`src/rtl/brightness_pkg.sv`:
```
// brightness_pkg
//   Shared definitions for the front-panel brightness controller and the
//   brightness stage it drives: FSM state encoding, step direction, level
//   limits, the frame counter type and two small helpers.
package brightness_pkg;

    typedef enum logic [2:0] {
        IDLE     = 3'd0,
        PEND     = 3'd1,
        HOLD     = 3'd2,
        REPEAT   = 3'd3,
        BOTH     = 3'd4,
        WAIT_REL = 3'd5
    } state_t;

    typedef enum logic {
        DIR_UP = 1'b0,
        DIR_DN = 1'b1
    } dir_t;

    typedef logic [3:0] level_t;

    localparam level_t LEVEL_MIN     = 4'd0;
    localparam level_t LEVEL_MAX     = 4'd15;
    localparam level_t LEVEL_DEFAULT = 4'd8;

    typedef logic [7:0] fcnt_t;
    localparam fcnt_t FCNT_MAX = 8'hFF;

    // Frame counter increment that sticks at 255 instead of wrapping.
    function automatic fcnt_t fcnt_step(input fcnt_t c);
        return (c == FCNT_MAX) ? c : c + 8'd1;
    endfunction

    // A step toward a limit the level already sits on is swallowed.
    function automatic logic step_allowed(input dir_t d, input level_t lvl);
        return (d == DIR_UP) ? (lvl != LEVEL_MAX) : (lvl != LEVEL_MIN);
    endfunction

endpackage

```
`src/rtl/brightness_ctrl_if.sv`:
```
// brightness_ctrl_if
//   Link between the panel controller and the brightness stage.
//   level_in  : current level reported by the brightness stage
//   inc/dec   : one-cycle step pulses toward the stage
//   lvl_rst   : one-cycle level-reset request (ORed with rst at the stage)
//   repeating : high while the controller is auto-repeating
//   Handshake: there is no backpressure. inc, dec and lvl_rst are
//   single-cycle strobes that the stage must act on in the cycle they are
//   high; at most one of them is high in any cycle. level_in is sampled
//   only in the cycle a step is issued.
//   master = controller side, slave = brightness stage side.
interface brightness_ctrl_if import brightness_pkg::*; ();
    level_t level_in;
    logic   inc;
    logic   dec;
    logic   lvl_rst;
    logic   repeating;

    modport master (
        input  level_in,
        output inc,
        output dec,
        output lvl_rst,
        output repeating
    );

    modport slave (
        output level_in,
        input  inc,
        input  dec,
        input  lvl_rst,
        input  repeating
    );
endinterface

```
`src/rtl/brightness_ctrl_key_debounce.sv`:
```
// key_debounce
//   2-FF synchronizer plus debouncer for one active-low push-button.
//   clk, rst : system clock, synchronous active-high reset
//   key_n    : raw key, active-low, asynchronous
//   db       : debounced key, active-high (pressed = 1)
//   busy     : synchronized key differs from db (a change is being timed)
//   db follows the synchronized key only after it has differed from db for
//   DEBOUNCE_CYC consecutive cycles; any bounce restarts the count.
module key_debounce #(
    parameter int DEBOUNCE_CYC = 500000
) (
    input  logic clk,
    input  logic rst,
    input  logic key_n,
    output logic db,
    output logic busy
);

    localparam int CW = (DEBOUNCE_CYC > 1) ? $clog2(DEBOUNCE_CYC) : 1;
    localparam logic [CW-1:0] CNT_LAST = CW'(DEBOUNCE_CYC - 1);

    logic          meta_q, meta_d;
    logic          sync_q, sync_d;
    logic          db_q, db_d;
    logic [CW-1:0] cnt_q, cnt_d;

    always_comb begin
        // Invert at the input so everything downstream is pressed = 1.
        meta_d = ~key_n;
        sync_d = meta_q;
        db_d   = db_q;
        cnt_d  = '0;
        if (sync_q != db_q) begin
            if (cnt_q == CNT_LAST) begin
                db_d = sync_q;
            end else begin
                cnt_d = cnt_q + CW'(1);
            end
        end
    end

    always_ff @(posedge clk) begin
        if (rst) begin
            meta_q <= 1'b0;
            sync_q <= 1'b0;
            db_q   <= 1'b0;
            cnt_q  <= '0;
        end else begin
            meta_q <= meta_d;
            sync_q <= sync_d;
            db_q   <= db_d;
            cnt_q  <= cnt_d;
        end
    end

    assign db   = db_q;
    assign busy = (sync_q != db_q);

endmodule

```
`src/rtl/brightness_ctrl.sv`:
```
// brightness_ctrl
//   Front-panel controller: turns two raw push-buttons into inc/dec step
//   pulses and a level-reset pulse, with press-and-hold auto-repeat. All
//   steps are issued on frame boundaries only.
//   clk, rst            : system clock, synchronous active-high reset
//   key_up_n, key_dn_n  : raw keys, active-low, asynchronous
//   vsync               : frame sync, active-high, synchronous to clk
//   bus (master)        : level_in in; inc, dec, lvl_rst, repeating out
//   dbg_state           : current FSM state
//   RESET_HOLD must not exceed 255 (the frame counter saturates there).
module brightness_ctrl
    import brightness_pkg::*;
#(
    parameter int DEBOUNCE_CYC = 500000,
    parameter int REPEAT_DELAY = 30,
    parameter int REPEAT_RATE  = 6,
    parameter int RESET_HOLD   = 120
) (
    input  logic                     clk,
    input  logic                     rst,
    input  logic                     key_up_n,
    input  logic                     key_dn_n,
    input  logic                     vsync,
    brightness_ctrl_if.master        bus,
    output state_t                   dbg_state
);

    localparam fcnt_t DELAY_F = fcnt_t'(REPEAT_DELAY);
    localparam fcnt_t RATE_F  = fcnt_t'(REPEAT_RATE);
    localparam fcnt_t HOLD_F  = fcnt_t'(RESET_HOLD);

    logic up_db, up_busy;
    logic dn_db, dn_busy;

    key_debounce #(.DEBOUNCE_CYC(DEBOUNCE_CYC)) u_db_up (
        .clk   (clk),
        .rst   (rst),
        .key_n (key_up_n),
        .db    (up_db),
        .busy  (up_busy)
    );

    key_debounce #(.DEBOUNCE_CYC(DEBOUNCE_CYC)) u_db_dn (
        .clk   (clk),
        .rst   (rst),
        .key_n (key_dn_n),
        .db    (dn_db),
        .busy  (dn_busy)
    );

    state_t      state_q, state_d;
    dir_t        dir_q, dir_d;
    fcnt_t       fcnt_q, fcnt_d;
    logic        vsync_q, vsync_d;
    logic        up_prev_q, up_prev_d;
    logic        dn_prev_q, dn_prev_d;
    logic        lock_q, lock_d;
    logic [1:0]  settle_q, settle_d;
    logic        inc_q, inc_d;
    logic        dec_q, dec_d;
    logic        lvl_rst_q, lvl_rst_d;
    logic        repeating_q, repeating_d;

    logic  f;
    logic  up_rise, dn_rise;
    logic  cur_key, oth_key;
    fcnt_t fnext;
    logic  issue;
    logic  rst_pulse;

    assign f       = vsync & ~vsync_q;
    assign up_rise = up_db & ~up_prev_q;
    assign dn_rise = dn_db & ~dn_prev_q;
    assign cur_key = (dir_q == DIR_UP) ? up_db : dn_db;
    assign oth_key = (dir_q == DIR_UP) ? dn_db : up_db;
    assign fnext   = fcnt_step(fcnt_q);

    // Lockout after reset: a key held through reset would otherwise look
    // like a fresh press once its debouncer catches up. The lock clears
    // only after the synchronizers have refilled (settle_q == 2) and both
    // keys are seen stably released.
    always_comb begin
        vsync_d   = vsync;
        up_prev_d = up_db;
        dn_prev_d = dn_db;
        settle_d  = (settle_q == 2'd2) ? settle_q : settle_q + 2'd1;
        lock_d    = lock_q;
        if (lock_q && (settle_q == 2'd2) && !up_db && !dn_db && !up_busy && !dn_busy) begin
            lock_d = 1'b0;
        end
    end

    // Within each state the checks are ordered release, other-key press,
    // then frame tick, so an earlier condition masks a later one in the
    // same cycle. PEND has no release check: its step is already committed.
    always_comb begin
        state_d   = state_q;
        dir_d     = dir_q;
        fcnt_d    = fcnt_q;
        issue     = 1'b0;
        rst_pulse = 1'b0;

        case (state_q)
            IDLE: begin
                if (!lock_q) begin
                    if (up_db && dn_db) begin
                        state_d = BOTH;
                    end else if (up_rise) begin
                        state_d = PEND;
                        dir_d   = DIR_UP;
                    end else if (dn_rise) begin
                        state_d = PEND;
                        dir_d   = DIR_DN;
                    end
                end
            end
            PEND: begin
                if (oth_key) begin
                    state_d = BOTH;
                end else if (f) begin
                    issue   = 1'b1;
                    state_d = HOLD;
                end
            end
            HOLD: begin
                if (!cur_key) begin
                    state_d = IDLE;
                end else if (oth_key) begin
                    state_d = BOTH;
                end else if (f) begin
                    if (fnext == DELAY_F) begin
                        issue   = 1'b1;
                        state_d = REPEAT;
                    end else begin
                        fcnt_d = fnext;
                    end
                end
            end
            REPEAT: begin
                if (!cur_key) begin
                    state_d = IDLE;
                end else if (oth_key) begin
                    state_d = BOTH;
                end else if (f) begin
                    if (fnext == RATE_F) begin
                        issue  = 1'b1;
                        fcnt_d = '0;
                    end else begin
                        fcnt_d = fnext;
                    end
                end
            end
            BOTH: begin
                if (!up_db || !dn_db) begin
                    state_d = WAIT_REL;
                end else if (f) begin
                    if (fnext == HOLD_F) begin
                        rst_pulse = 1'b1;
                        state_d   = WAIT_REL;
                    end else begin
                        fcnt_d = fnext;
                    end
                end
            end
            WAIT_REL: begin
                if (!up_db && !dn_db) begin
                    state_d = IDLE;
                end
            end
            default: begin
                state_d = IDLE;
            end
        endcase

        // Every state entry starts counting frames from zero.
        if (state_d != state_q) begin
            fcnt_d = '0;
        end
    end

    always_comb begin
        inc_d       = issue && (dir_q == DIR_UP) && step_allowed(DIR_UP, bus.level_in);
        dec_d       = issue && (dir_q == DIR_DN) && step_allowed(DIR_DN, bus.level_in);
        lvl_rst_d   = rst_pulse;
        repeating_d = (state_d == REPEAT);
    end

    always_ff @(posedge clk) begin
        if (rst) begin
            state_q     <= IDLE;
            dir_q       <= DIR_UP;
            fcnt_q      <= '0;
            vsync_q     <= 1'b0;
            up_prev_q   <= 1'b0;
            dn_prev_q   <= 1'b0;
            lock_q      <= 1'b1;
            settle_q    <= 2'd0;
            inc_q       <= 1'b0;
            dec_q       <= 1'b0;
            lvl_rst_q   <= 1'b0;
            repeating_q <= 1'b0;
        end else begin
            state_q     <= state_d;
            dir_q       <= dir_d;
            fcnt_q      <= fcnt_d;
            vsync_q     <= vsync_d;
            up_prev_q   <= up_prev_d;
            dn_prev_q   <= dn_prev_d;
            lock_q      <= lock_d;
            settle_q    <= settle_d;
            inc_q       <= inc_d;
            dec_q       <= dec_d;
            lvl_rst_q   <= lvl_rst_d;
            repeating_q <= repeating_d;
        end
    end

    assign bus.inc       = inc_q;
    assign bus.dec       = dec_q;
    assign bus.lvl_rst   = lvl_rst_q;
    assign bus.repeating = repeating_q;
    assign dbg_state     = state_q;

endmodule

```
`src/flat_wrapper.sv`:
```
// flat-port wrapper written by rule: the top's interface ports become plain ports
module brightness_ctrl_flat import brightness_pkg::*;
#(
    parameter int DEBOUNCE_CYC = 500000,
    parameter int REPEAT_DELAY = 30,
    parameter int REPEAT_RATE  = 6,
    parameter int RESET_HOLD   = 120
)
  (clk, rst, key_up_n, key_dn_n, vsync, dbg_state, bus_level_in, bus_inc, bus_dec, bus_lvl_rst, bus_repeating);
  brightness_ctrl_if bus_i ();
  input  logic clk;
  input  logic rst;
  input  logic key_up_n;
  input  logic key_dn_n;
  input  logic vsync;
  output state_t dbg_state;
  input wire logic [$bits(bus_i.level_in)-1:0] bus_level_in;
  output wire logic [$bits(bus_i.inc)-1:0] bus_inc;
  output wire logic [$bits(bus_i.dec)-1:0] bus_dec;
  output wire logic [$bits(bus_i.lvl_rst)-1:0] bus_lvl_rst;
  output wire logic [$bits(bus_i.repeating)-1:0] bus_repeating;
  assign bus_i.level_in = bus_level_in;
  assign bus_inc = bus_i.inc;
  assign bus_dec = bus_i.dec;
  assign bus_lvl_rst = bus_i.lvl_rst;
  assign bus_repeating = bus_i.repeating;
  brightness_ctrl #(.DEBOUNCE_CYC(DEBOUNCE_CYC), .REPEAT_DELAY(REPEAT_DELAY), .REPEAT_RATE(REPEAT_RATE), .RESET_HOLD(RESET_HOLD)) u_core (.clk(clk), .rst(rst), .key_up_n(key_up_n), .key_dn_n(key_dn_n), .vsync(vsync), .bus(bus_i), .dbg_state(dbg_state));
endmodule
```
`config.mk`:
```
export PLATFORM = sky130hd
export DESIGN_NAME = brightness_ctrl_flat
export DESIGN_NICKNAME = d
export VERILOG_FILES = /design/src/rtl/brightness_pkg.sv /design/src/rtl/brightness_ctrl_if.sv /design/src/rtl/brightness_ctrl_key_debounce.sv /design/src/rtl/brightness_ctrl.sv /design/src/flat_wrapper.sv
export SDC_FILE = /design/constraint.sdc
export NUM_CORES = 1
export LEC_CHECK = 0
export ABC_AREA = 1
export ABC_CLOCK_PERIOD_IN_PS = 4850
export CAP_MARGIN = 20
export CORE_MARGIN = 8
export CORE_UTILIZATION = 33
export DETAILED_ROUTE_END_ITERATION = 6
export GPL_TIMING_DRIVEN = 0
export PLACE_DENSITY = 0.57
export SKIP_CTS_REPAIR_TIMING = 1
export SYNTH_ARGS = -nofsm -noshare
export SYNTH_HDL_FRONTEND = slang
export SYNTH_SLANG_ARGS = --single-unit
```
`constraint.sdc`:
```
create_clock -name clk -period 4.85 [get_ports clk]
set_input_delay 1.455 -clock clk [delete_from_list [all_inputs] [get_ports clk]]
set_output_delay 1.455 -clock clk [all_outputs]
set_load 0.03 [all_outputs]
```
==> results of run 1 <==
layer usage:
layer | global-route usage | vias up
met5 | 0 | -
met1 | 0.126 | 1463
met4 | 0.0419 | 0
met2 | 0.204 | 39
li1 | - | 1706
met3 | 0.0271 | 12
metrics by stage:
stage                     hold slack, ns  setup WS (ns)  instances  instance area, sq um
after floorplan                    0.388           2.20        513                  3460
after global placement             0.392           1.04        664                  3780
after detailed placement           0.397          0.991        664                  3780
after CTS                          0.408           1.35        680                  4030
after global routing               0.423           1.12        680                  4030
final                              0.407           1.40        680                  4030
state kept, by name, summed over array words and instances (netlist names), 2 cells and up:
signal	count
u_core.dbg_state	3
u_core.fcnt_q	8
u_core.settle_q	2
u_core.u_db_dn.cnt_q	19
u_core.u_db_up.cnt_q	19
logic make-up (layout without fill, tap and decap cells):
kind of cell,count (synthesis),in the layout,synth area share
simple gates,295,295,0.406
flops,66,66,0.381
buf+inv,84,115,0.0932
compound gates,58,58,0.0903
fa+ha+maj,4,4,0.0144
xor+xnor,6,6,0.0152
worst max path at each step:
stage               slack [ns]                        to
floorplan                 2.20          u_core.fcnt_q[0]
global placement          1.04  u_core.u_db_dn.cnt_q[13]
detailed placement        0.99   u_core.u_db_dn.cnt_q[2]
CTS                       1.35   u_core.u_db_dn.cnt_q[2]
global route              1.12  u_core.u_db_dn.cnt_q[13]
finish                    1.40  u_core.u_db_dn.cnt_q[13]
cell usage after synthesis, types with 7 or more instances:
| master | count | area share |
|---|---|---|
| sky130_fd_sc_hd__nor3_2 | 8 | 0.023 |
| sky130_fd_sc_hd__nor3_1 | 15 | 0.022 |
| sky130_fd_sc_hd__nand2_2 | 7 | 0.013 |
| sky130_fd_sc_hd__nor2_1 | 72 | 0.078 |
| sky130_fd_sc_hd__nand4_1 | 11 | 0.020 |
| sky130_fd_sc_hd__dfxtp_1 | 66 | 0.38 |
| sky130_fd_sc_hd__a21oi_1 | 26 | 0.038 |
| sky130_fd_sc_hd__inv_1 | 76 | 0.082 |
| sky130_fd_sc_hd__o21ai_0 | 21 | 0.030 |
| sky130_fd_sc_hd__nand3_1 | 43 | 0.062 |
| sky130_fd_sc_hd__nor4_1 | 7 | 0.013 |
| sky130_fd_sc_hd__nand2_1 | 110 | 0.12 |
layout make-up:
class                   instances  area (sq um)  area share
repair buffers                 15           150      0.0372
flip-flops and latches         66          1320       0.328
clock inverters                 7           124      0.0307
clock buffers                   9           124      0.0307
well taps                     136           170      0.0422
plain buffers                   4          22.5     0.00558
multi-input cells             363          1820       0.451
inverters                      80           300      0.0745
report_power, final:
| part | internal, mW | leakage (nW) | switching [mW] |
|---|---|---|---|
| registers | 0.552 | 0.533 | 0.00698 |
| clock network | 0.346 | 0.120 | 0.221 |
| logic | 0.0177 | 0.858 | 0.0233 |
| total | 0.916 | 1.51 | 0.251 |
critical path, delay by kind of cell:
kind / cells / cell delay (ns)
AO/OA/AOI/OAI: 2 / 0.30
buffers and inverters: 4 / 1.32
AND/OR/NAND/NOR: 2 / 0.66
==> summary.txt, run 1 <==
Cells and area
  – Net total in the final layout: 552
  – End-of-flow core utilization: 0.392
  – Top library cells by usage in the layout, fill and taps aside: sky130_fd_sc_hd__nand2_1, sky130_fd_sc_hd__inv_1, sky130_fd_sc_hd__nor2_1
  – Commonest non-fill, non-tap cell in the layout: sky130_fd_sc_hd__nand2_1
  – Inserted Diodes: 0
  – Count of filler cells inserted in the layout: 1116
  – Layout cells sized above 1: 0.0882
  – Syn-to-layout area delta: 16.4%

Power and ir drop
  – Pleak: 1.51 nW
  – Maximum vdd drop: 0.112 mV
  – Power density over cell area: 289 nW/um^2
  – Total Power Consumption: 1.17 mW

Drt
  – Average vias per placed instance: 4.74
  – Post-detailed-route wirelength per cell: 11.2 microns
  – Number of DRC markers after the initial detailed-route iteration: 148
  – Met1 wire length: 3550 microns
  – DRT antenna net count: 0
  – Detailed route wirelength on metal3: 242 microns
  – Drt first pass iters: 4
  – Via count: 3220
  – Detail Route met2 WL: 3720 microns
  – Uppermost layer routed: met4
  – Post-route DRC: 0
  – WL final: 7600 microns

Clocking
  – Number of buffers between clock root and the deepest sink: 2
  – CTS tree: yes
  – Clock tree root buffer cell: sky130_fd_sc_hd__clkbuf_8
  – H-tree depth: 3
  – Post-CTS clock slew at the launch and capture registers of the worst setup and hold paths: 0.08 ns
  – Number of sinks driven by the clock tree: 66
  – Clk Latency, worst-skew pair: 0.34 ns
  – TritonCTS buffer count: 9

Placed design
  – RePlAce Congestion: 0.840
  – Post-DP HPWL: 5850 microns
  – Count of buffers from port buffering: 15

Critical path
  – Data arrival time at the worst-slack endpoint: 3.74 ns
  – Cell with the largest stage delay on the worst path: sky130_fd_sc_hd__nor2_1
  – Kind of start point of the critical path: primary input
  – Crit end category: register
  – Cells traversed along the worst timing path: clkdlybuf4s50_1, inv_1, nand3_1, nor2_1, clkinv_1, a21oi_1, o21ai_0, inv_1
  – Most repeated library cell on the critical path: sky130_fd_sc_hd__inv_1
  – Worst reg-to-reg path cell count: 10
  – Destination of the worst register-to-register timing path: u_core.u_db_dn.cnt_q[13]
  – Worst reg2reg startpoint: u_core.u_db_dn.cnt_q[0]
  – CP Max Fanout: 10
  – FF-to-FF setup slack: 2.57 ns
  – Class of the most critical setup path: primary input to register
  – Delay of the slowest cell on the worst path: 0.56 ns
  – WP data required: 5.14 ns
  – Startpoint of the worst setup timing path: rst

Global routing
  – Maximum number of pins on one net before global-route repair: 14
  – Total routing resource utilization after global routing: 0.113
  – Total global routing overflow: 0
  – Antenna violations before repair: 0
  – Vias in the first global route: 3113
  – First-pass GRT wire length: 13500 microns

Floorplan
  – Die boundary height: 118 microns
  – IO Pins: 16
  – Row cnt: 37
  – Chip Width: 118 microns
  – Die Outline Area: 14000 sq um
  – Effective utilization at floorplan: 0.337
  – Placeable core region: 10300 sq um

Synth
  – Syn_nets: 526
  – Post-synthesis area per instance: 6.75 sq um
  – Total number of yosys warnings: 0
  – Fraction of registers with async set or reset after synthesis: 0
  – Synthesized flop and latch total: 66
  – Synth Flop Type: sky130_fd_sc_hd__dfxtp_1
  – Number of synthesized flops with an enable pin: 0
  – Netlist Area Pre-Place: 3460 sq um
  – Synth Instances: 513
  – Unique masters post-synth: 35
  – Seq/Total Area, Yosys: 0.381

Worst hold path
  – Worst hold path startpoint: u_core.u_db_up.meta_q
  – End of the worst hold path: u_core.u_db_up.sync_q
  – Min-Delay Path Class: register to register
  – Hold Path Cell Cnt: 2

Run
  – Maximum Capacitance Violations: 0

STA
  – Worst-margin pin slew: 0.702 ns
  – Final-report setup violation count: 0
  – Slew margin rel.: 0.530
  – Fin. Hold Viols: 0
  – Ratio of final minimum period to clock period: 0.712
  – Largest clock skew in the final design: 0.0117 ns
  – TNS Setup: 0 ns
  – Time the worst path needs with I/O delays and setup: 3.45 ns
  – Number of pins exceeding their max-slew limit in the final report: 0
  – Peak Freq: 290 MHz
  – Unrepaired setup endpoints after global routing: no

Run status
  – Status: finished, final reports clean
(Power assumes the default switching activity.)
==> run 2: changes to the inputs <==
- ABC_CLOCK_PERIOD_IN_PS: 4850 -> 3560
- clock period: 4.85 -> 3.56 ns (I/O delays scaled with it)
==> results of run 2 <==
The final DEF is identical to that of run 1. Status: finished, final reports clean.
Main changes from that run: setup slack after placement 0.991 ns -> 0.0879 ns; setup slack after layout 1.40 ns -> 0.496 ns; register-to-register setup slack 2.57 ns -> 1.28 ns; total power 1.17 mW -> 1.59 mW; worst IR drop on VDD 0.112 mV -> 0.153 mV
==> patch 1 (config.mk and constraints of run 2) <==
`DEBOUNCE_CYC` is set to 500000 in 3 places; all go to 2000000.
--- a/src/rtl/brightness_ctrl_key_debounce.sv
+++ b/src/rtl/brightness_ctrl_key_debounce.sv
@@ -7,7 +7,7 @@
 //   db follows the synchronized key only after it has differed from db for
 //   DEBOUNCE_CYC consecutive cycles; any bounce restarts the count.
 module key_debounce #(
-    parameter int DEBOUNCE_CYC = 500000
+    parameter int DEBOUNCE_CYC = 2000000
 ) (
     input  logic clk,
     input  logic rst,
--- a/src/rtl/brightness_ctrl.sv
+++ b/src/rtl/brightness_ctrl.sv
@@ -11,7 +11,7 @@
 module brightness_ctrl
     import brightness_pkg::*;
 #(
-    parameter int DEBOUNCE_CYC = 500000,
+    parameter int DEBOUNCE_CYC = 2000000,
     parameter int REPEAT_DELAY = 30,
     parameter int REPEAT_RATE  = 6,
     parameter int RESET_HOLD   = 120
--- a/src/flat_wrapper.sv
+++ b/src/flat_wrapper.sv
@@ -1,7 +1,7 @@
 // flat-port wrapper written by rule: the top's interface ports become plain ports
 module brightness_ctrl_flat import brightness_pkg::*;
 #(
-    parameter int DEBOUNCE_CYC = 500000,
+    parameter int DEBOUNCE_CYC = 2000000,
     parameter int REPEAT_DELAY = 30,
     parameter int REPEAT_RATE  = 6,
     parameter int RESET_HOLD   = 120
Behaviour: same outputs for any inputs over 10 cycles, from zero or initial values and one cycle with rst high; that may be too few to reach the edited logic, so the function may still have changed.
==> patch 1 against run 2 <==
  * Power fell by 4.6%
  * Utilization down 0.81 points
  * Synthesized cell count decreased by 0.39%
  * Largest cell class unchanged
  * Non-clock buffer count grew 2
  * Final area is 2.4% higher
  * Sequential cell count is 4 higher
  * Area after synthesis grew 4.0%
  * Worst setup slack improved by 320 ps
  * Critical path type unchanged
  * Routed wire length decreased by 5.0%
==> patch 1: results (changes against run 2) <==
Yosys
  – Dominant cells by area after synthesis: dfxtp_1 (39%), nand2_1 (9.9%), inv_1 (7.3%)
  – Synth unique cells: 42 (+20%)
  – Commonest cells post-synth: nand2_1 (95), dfxtp_1 (70), inv_1 (70)
  – Seq/Total Area, Yosys: 38.9% (+0.75 points)
  – Syn nets: 524 (-0.38%)
  – Cells after Synth: 511 (-0.39%)
  – Top-area cell type share of the netlist area: 38.9% (+0.75 points)
  – Synthesized-area fraction occupied by xor and xnor cells: 2.67% (+1.2 points)
  – Area share of fa/ha/maj cells after synthesis: 1.39% (-0.056 points)
  – Compound-Gate Fraction of Synth Area: 10.1% (+1.1 points)

Status
  – Status: completed

Power and ir drop
  – Seq pwr share: 53.0% (+5.1 points)
  – Switching power: 0.355 mW (+3.6%)
  – Leak: 1.47 nW (-2.8%)
  – Seq pwr: 0.804 mW (+5.5%)
  – Clock-net power: 0.657 mW (-15%)
  – Maximum vdd drop: 172 uV (+13%)

Layout
  – Invs w/o clock: 76 (-5.0%)
  – Nets: 550 (-0.36%)
  – Count of multi-input gates: 359 (-1.1%)
  – Clock buffers: 11 (+2)
  – FF/Latch Area: 0.00140 mm^2 (+6.1%)
  – Layout non-clock buf frac: 4.52% (+0.23 points)
  – Regs by FF count: u_core.u_db_dn.cnt_q: 21 flops, u_core.u_db_up.cnt_q: 21 flops, u_core.fcnt_q: 8 flops
  – Layout cells sized above 1: 12.0% (+3.2 points)
  – Non-clk bufs: 21 (+2)
  – Fillers: 1180 (+5.7%)
  – ClkCell Share: 4.85% (-1.3 points)
  – Fraction of area in multi-input gates: 45.5% (+0.34 points)
  – Final core occ: 38.4% (-0.81 points)
  – Finished Layout Cells: 682 (+0.29%)

Die
  – Tap cells: 140 (+2.9%)

Place
  – GPL Wtd Cong: 0.855 (+1.8%)
  – Placement Cell Area: 0.00393 mm^2 (+3.8%)
  – Cells after DPL: 666 (+0.30%)
  – Final HPWL from detailed placement: 5.43 mm (-7.2%)
  – Place WS: 435 ps (+347 ps)

STA
  – Min cycle time layout: 2740 ps (-319 ps)
  – Slew headroom: 61.7% (+8.7 points)
  – Hold WS: 404 ps (-2.97 ps)
  – Final Skew: 10.6 ps (-1.13 ps)

GRT
  – Total GRT Usage: 10.9% (-0.43 points)
  – First-pass GRT wire length: 12.9 mm (-4.1%)
  – Largest net degree at the start of global routing: 13 (-1)
  – Vias in the first global route: 2925 (-6.0%)

Critical path
  – Slowest CP cell: clkdlybuf4s50_1
  – R2R depth: 11 (+1)
  – Largest stage delay on the critical path: 580 ps (+20 ps)
  – Critical Path AT: 2960 ps (-390 ps)
  – Flop-to-flop setup slack: 1380 ps (+100 ps)

Routing
  – Routed vias: 3155 (-2.0%)
  – Detailed Route Iter0 Violations: 145 (-2.0%)
  – Wire length per cell: 10.6 um (-5.3%)
  – DR pass1 iterations: 4 (unchanged)

Clock tree
  – CTS sink cnt: 70 (+6.1%)
==> patch 1: cell types whose count changed after synthesis, sizes merged, moves of 3 or more <==
| cell | change |
|---|---|
| xor2 | +3 |
| nor3 | -5 |
| nand3 | -10 |
| nor4 | -3 |
| buf | +3 |
| nand2 | -8 |
| dfxtp | +4 |
| nand4 | +3 |
| nor3b | +5 |
| inv | -3 |
==> patch 1: final timing paths <==
check                                from                        to
setup / recovery                      rst  u_core.u_db_up.cnt_q[18]
hold / removal      u_core.u_db_up.meta_q     u_core.u_db_up.sync_q
setup reg to reg  u_core.u_db_up.cnt_q[0]  u_core.u_db_up.cnt_q[20]
hold reg to reg     u_core.u_db_up.meta_q     u_core.u_db_up.sync_q
==> patch 1: routing by layer <==
| layer | global-route usage (%) | vias up | part of all wire, % |
|---|---|---|---|
| met2 | 16.1 | 48 | 44 |
| met1 | 13.9 | 1400 | 50 |
| li1 | - | 1699 | - |
| met4 | 6.48 | 0 | 1.5 |
| met5 | 0 | - | 0 |
| met3 | 2.94 | 8 | 4.0 |
==> patch 2 (config.mk and constraints of run 2) <==
Without the edit above. Make the reset (`rst`) asynchronous in 2 clocked blocks. Comments in the files are not updated.
--- a/src/rtl/brightness_ctrl_key_debounce.sv
+++ b/src/rtl/brightness_ctrl_key_debounce.sv
@@ -39,7 +39,7 @@
         end
     end
 
-    always_ff @(posedge clk) begin
+    always_ff @(posedge clk or posedge rst) begin
         if (rst) begin
             meta_q <= 1'b0;
             sync_q <= 1'b0;
--- a/src/rtl/brightness_ctrl.sv
+++ b/src/rtl/brightness_ctrl.sv
@@ -185,7 +185,7 @@
         repeating_d = (state_d == REPEAT);
     end
 
-    always_ff @(posedge clk) begin
+    always_ff @(posedge clk or posedge rst) begin
         if (rst) begin
             state_q     <= IDLE;
             dir_q       <= DIR_UP;
Check against the original RTL: same outputs for any inputs over 10 cycles, from zero or initial values and one cycle with rst high; that may be too few to reach the edited logic, so the function may still have changed.
==> patch 2 against run 2 <==
  * Sequential cell count did not move
  * Sequential power about the same
  * Power down 10%
  * Worst setup slack improved by 390 ps
  * Critical path depth increased by 4
  * Cell count fell by 5.3%
  * Largest cell class unchanged
  * Hold slack got worse by 53 ps
  * Area after synthesis is 6.2% higher
  * Routed wire length grew 0.13%
  * Non-clock buffer count is the same
  * Die area up 5.4%
  * Critical endpoint is now u_core.fcnt_q[4]
  * Utilization shrank 0.55 points
  * Final area increased by 4.0%
  * Count of clock-buffer cells in the layout increased by 2
==> patch 2: results (changes against run 2) <==
Yosys
  – Synth unique cells: 37 (+5.7%)
  – Syn nets: 486 (-7.6%)
  – Asr flop ratio synth: 100% (+100 points)
  – Ys flop type: dfrtp_1
  – Seq/Total Area, Yosys: 44.9% (+6.8 points)
  – Commonest cells post-synth: nand2_1 (92), inv_1 (70), nor2_1 (68)
  – Avg Inst Size Synth: 7.78 um^2 (+15%)
  – Dominant cells by area after synthesis: dfrtp_1 (44%), nand2_1 (9.4%), inv_1 (7.1%)

Routing
  – Detailed Route Iter0 Violations: 155 (+4.7%)
  – Vias per cell: 4.71 (-0.44%)
  – Wire length per cell: 11.8 um (+5.7%)
  – DR pass1 iterations: 4 (unchanged)

GRT
  – First-pass GRT wire length: 13.3 mm (-1.0%)
  – Total GRT Usage: 10.9% (-0.40 points)
  – Vias in the first global route: 2961 (-4.9%)
  – Initial antenna violation count: 0 (unchanged)
  – Largest net degree at the start of global routing: 67 (+53)

Critical path
  – R2R Path End: u_core.fcnt_q[3]
  – R2R depth: 13 (+3)
  – Critical Path AT: 2940 ps (-410 ps)
  – R2R Path Start: u_core.fcnt_q[1]
  – Worst Setup SP: vsync
  – CP Max Fanout: 10 (unchanged)
  – Flop-to-flop setup slack: 1330 ps (+50 ps)

STA
  – Hold WS: 354 ps (-52.7 ps)
  – Final Skew: 7.33 ps (-4.41 ps)
  – Period utilization: 75.2% (-11 points)
  – Slew @ Worst Pin: 813 ps (+110 ps)

Clock tree
  – Clock Path Buffers: 2 (unchanged)
  – Clock transition at path regs: 70 ps

Place
  – Placement Cell Area: 0.00401 mm^2 (+5.9%)
  – IO Port Bufs: 15 (unchanged)
  – Final HPWL from detailed placement: 5.53 mm (-5.5%)
  – Place WS: 536 ps (+448 ps)
  – Cells after DPL: 628 (-5.4%)
  – GPL Wtd Cong: 0.828 (-1.4%)

Layout
  – Fillers: 1118 (+0.18%)
  – Layout cells sized above 1: 10.9% (+2.1 points)
  – Nets: 512 (-7.2%)
  – Finished Layout Cells: 644 (-5.3%)

Min path
  – Hold Path Depth: 0 (-2)
  – Hold Path Class: reg2reg
  – WHS Endpoint: u_core.u_db_up.sync_q
  – Worst Min Path Start: u_core.u_db_up.meta_q

Power and ir drop
  – Leak: 1.92 nW (+27%)
  – Maximum vdd drop: 142 uV (-6.9%)

Status
  – Status: completed
## patch 2: cell count changes after synthesis, moves of 5 or more
cell / change
dfxtp_1: -66
dfrtp_1: +65
nand2_1: -18
nand3_1: -12
nor3_2: -8
inv_1: -6
a21oi_1: -5
xor2_1: +5
## patch 2: logic make-up after synthesis
kind of cell               after synthesis  synth area share [%]
buffers and inverters                   77                  8.09
muxes                                    2                 0.612
adders and majority gates                4                  1.36
and+or+nand+nor                        258                  33.7
xor gates and xnor gates                13                  3.09
AOI/OAI and AO/OA                       53                  8.29
DFF                                     66                  44.9
## patch 2: worst max path at each step
stage	end	slack, ps
after floorplan	u_core.bus.dec	840
after global placement	u_core.u_db_dn.cnt_q[10]	-410
after detailed placement	u_core.fcnt_q[4]	540
after CTS	u_core.fcnt_q[4]	890
after global routing	u_core.fcnt_q[5]	740
final	u_core.fcnt_q[4]	880
## patch 2: worst max-delay path: stages
cell	delay, ps
clkdlybuf4s50_1	480
inv_1	60
nor2_1	190
nand2_1	120
nor2_2	120
nand2_1	80
a21oi_1	230
nand3_4	150
buf_6	170
o21ai_1	160
inv_2	40
nor2_1	90
## patch 2: area by class of cell
type	instances	area share [%]
Sequential cell	66	39.4
Clock inverter	5	1.28
Clock buffer	11	3.13
Multi-Input combinational cell	330	41.3
Timing Repair Buffer	15	3.58
Inverter	73	6.59
Buffer	4	0.567
Tap cell	140	4.18
## patch 2: stage by stage
stage,setup TNS [ps],util (%)
2_1_floorplan,0,-
3_5_place_dp,0,37.0
3_3_place_gp,-26250,37.0
4_1_cts,0,38.7
6_report,0,38.7
5_1_grt,0,38.7
## patch 2: per-layer routing
| metal | vias up | part of all wire (%) | wire [um] | global-route usage, % |
|---|---|---|---|---|
| met3 | 12 | 3.0 | 229 | 2.04 |
| li1 | 1573 | - | - | - |
| met1 | 1409 | 48 | 3690 | 13.8 |
| met2 | 42 | 46 | 3540 | 17.7 |
| met5 | - | 0 | 0 | 0 |
| met4 | 0 | 2.0 | 156 | 5.17 |
## patch 2: where the power goes
group	internal (mW)	switching (mW)
registers	0.758	0.00544
clock network	0.323	0.294
logic	0.0167	0.0326
total	1.10	0.332
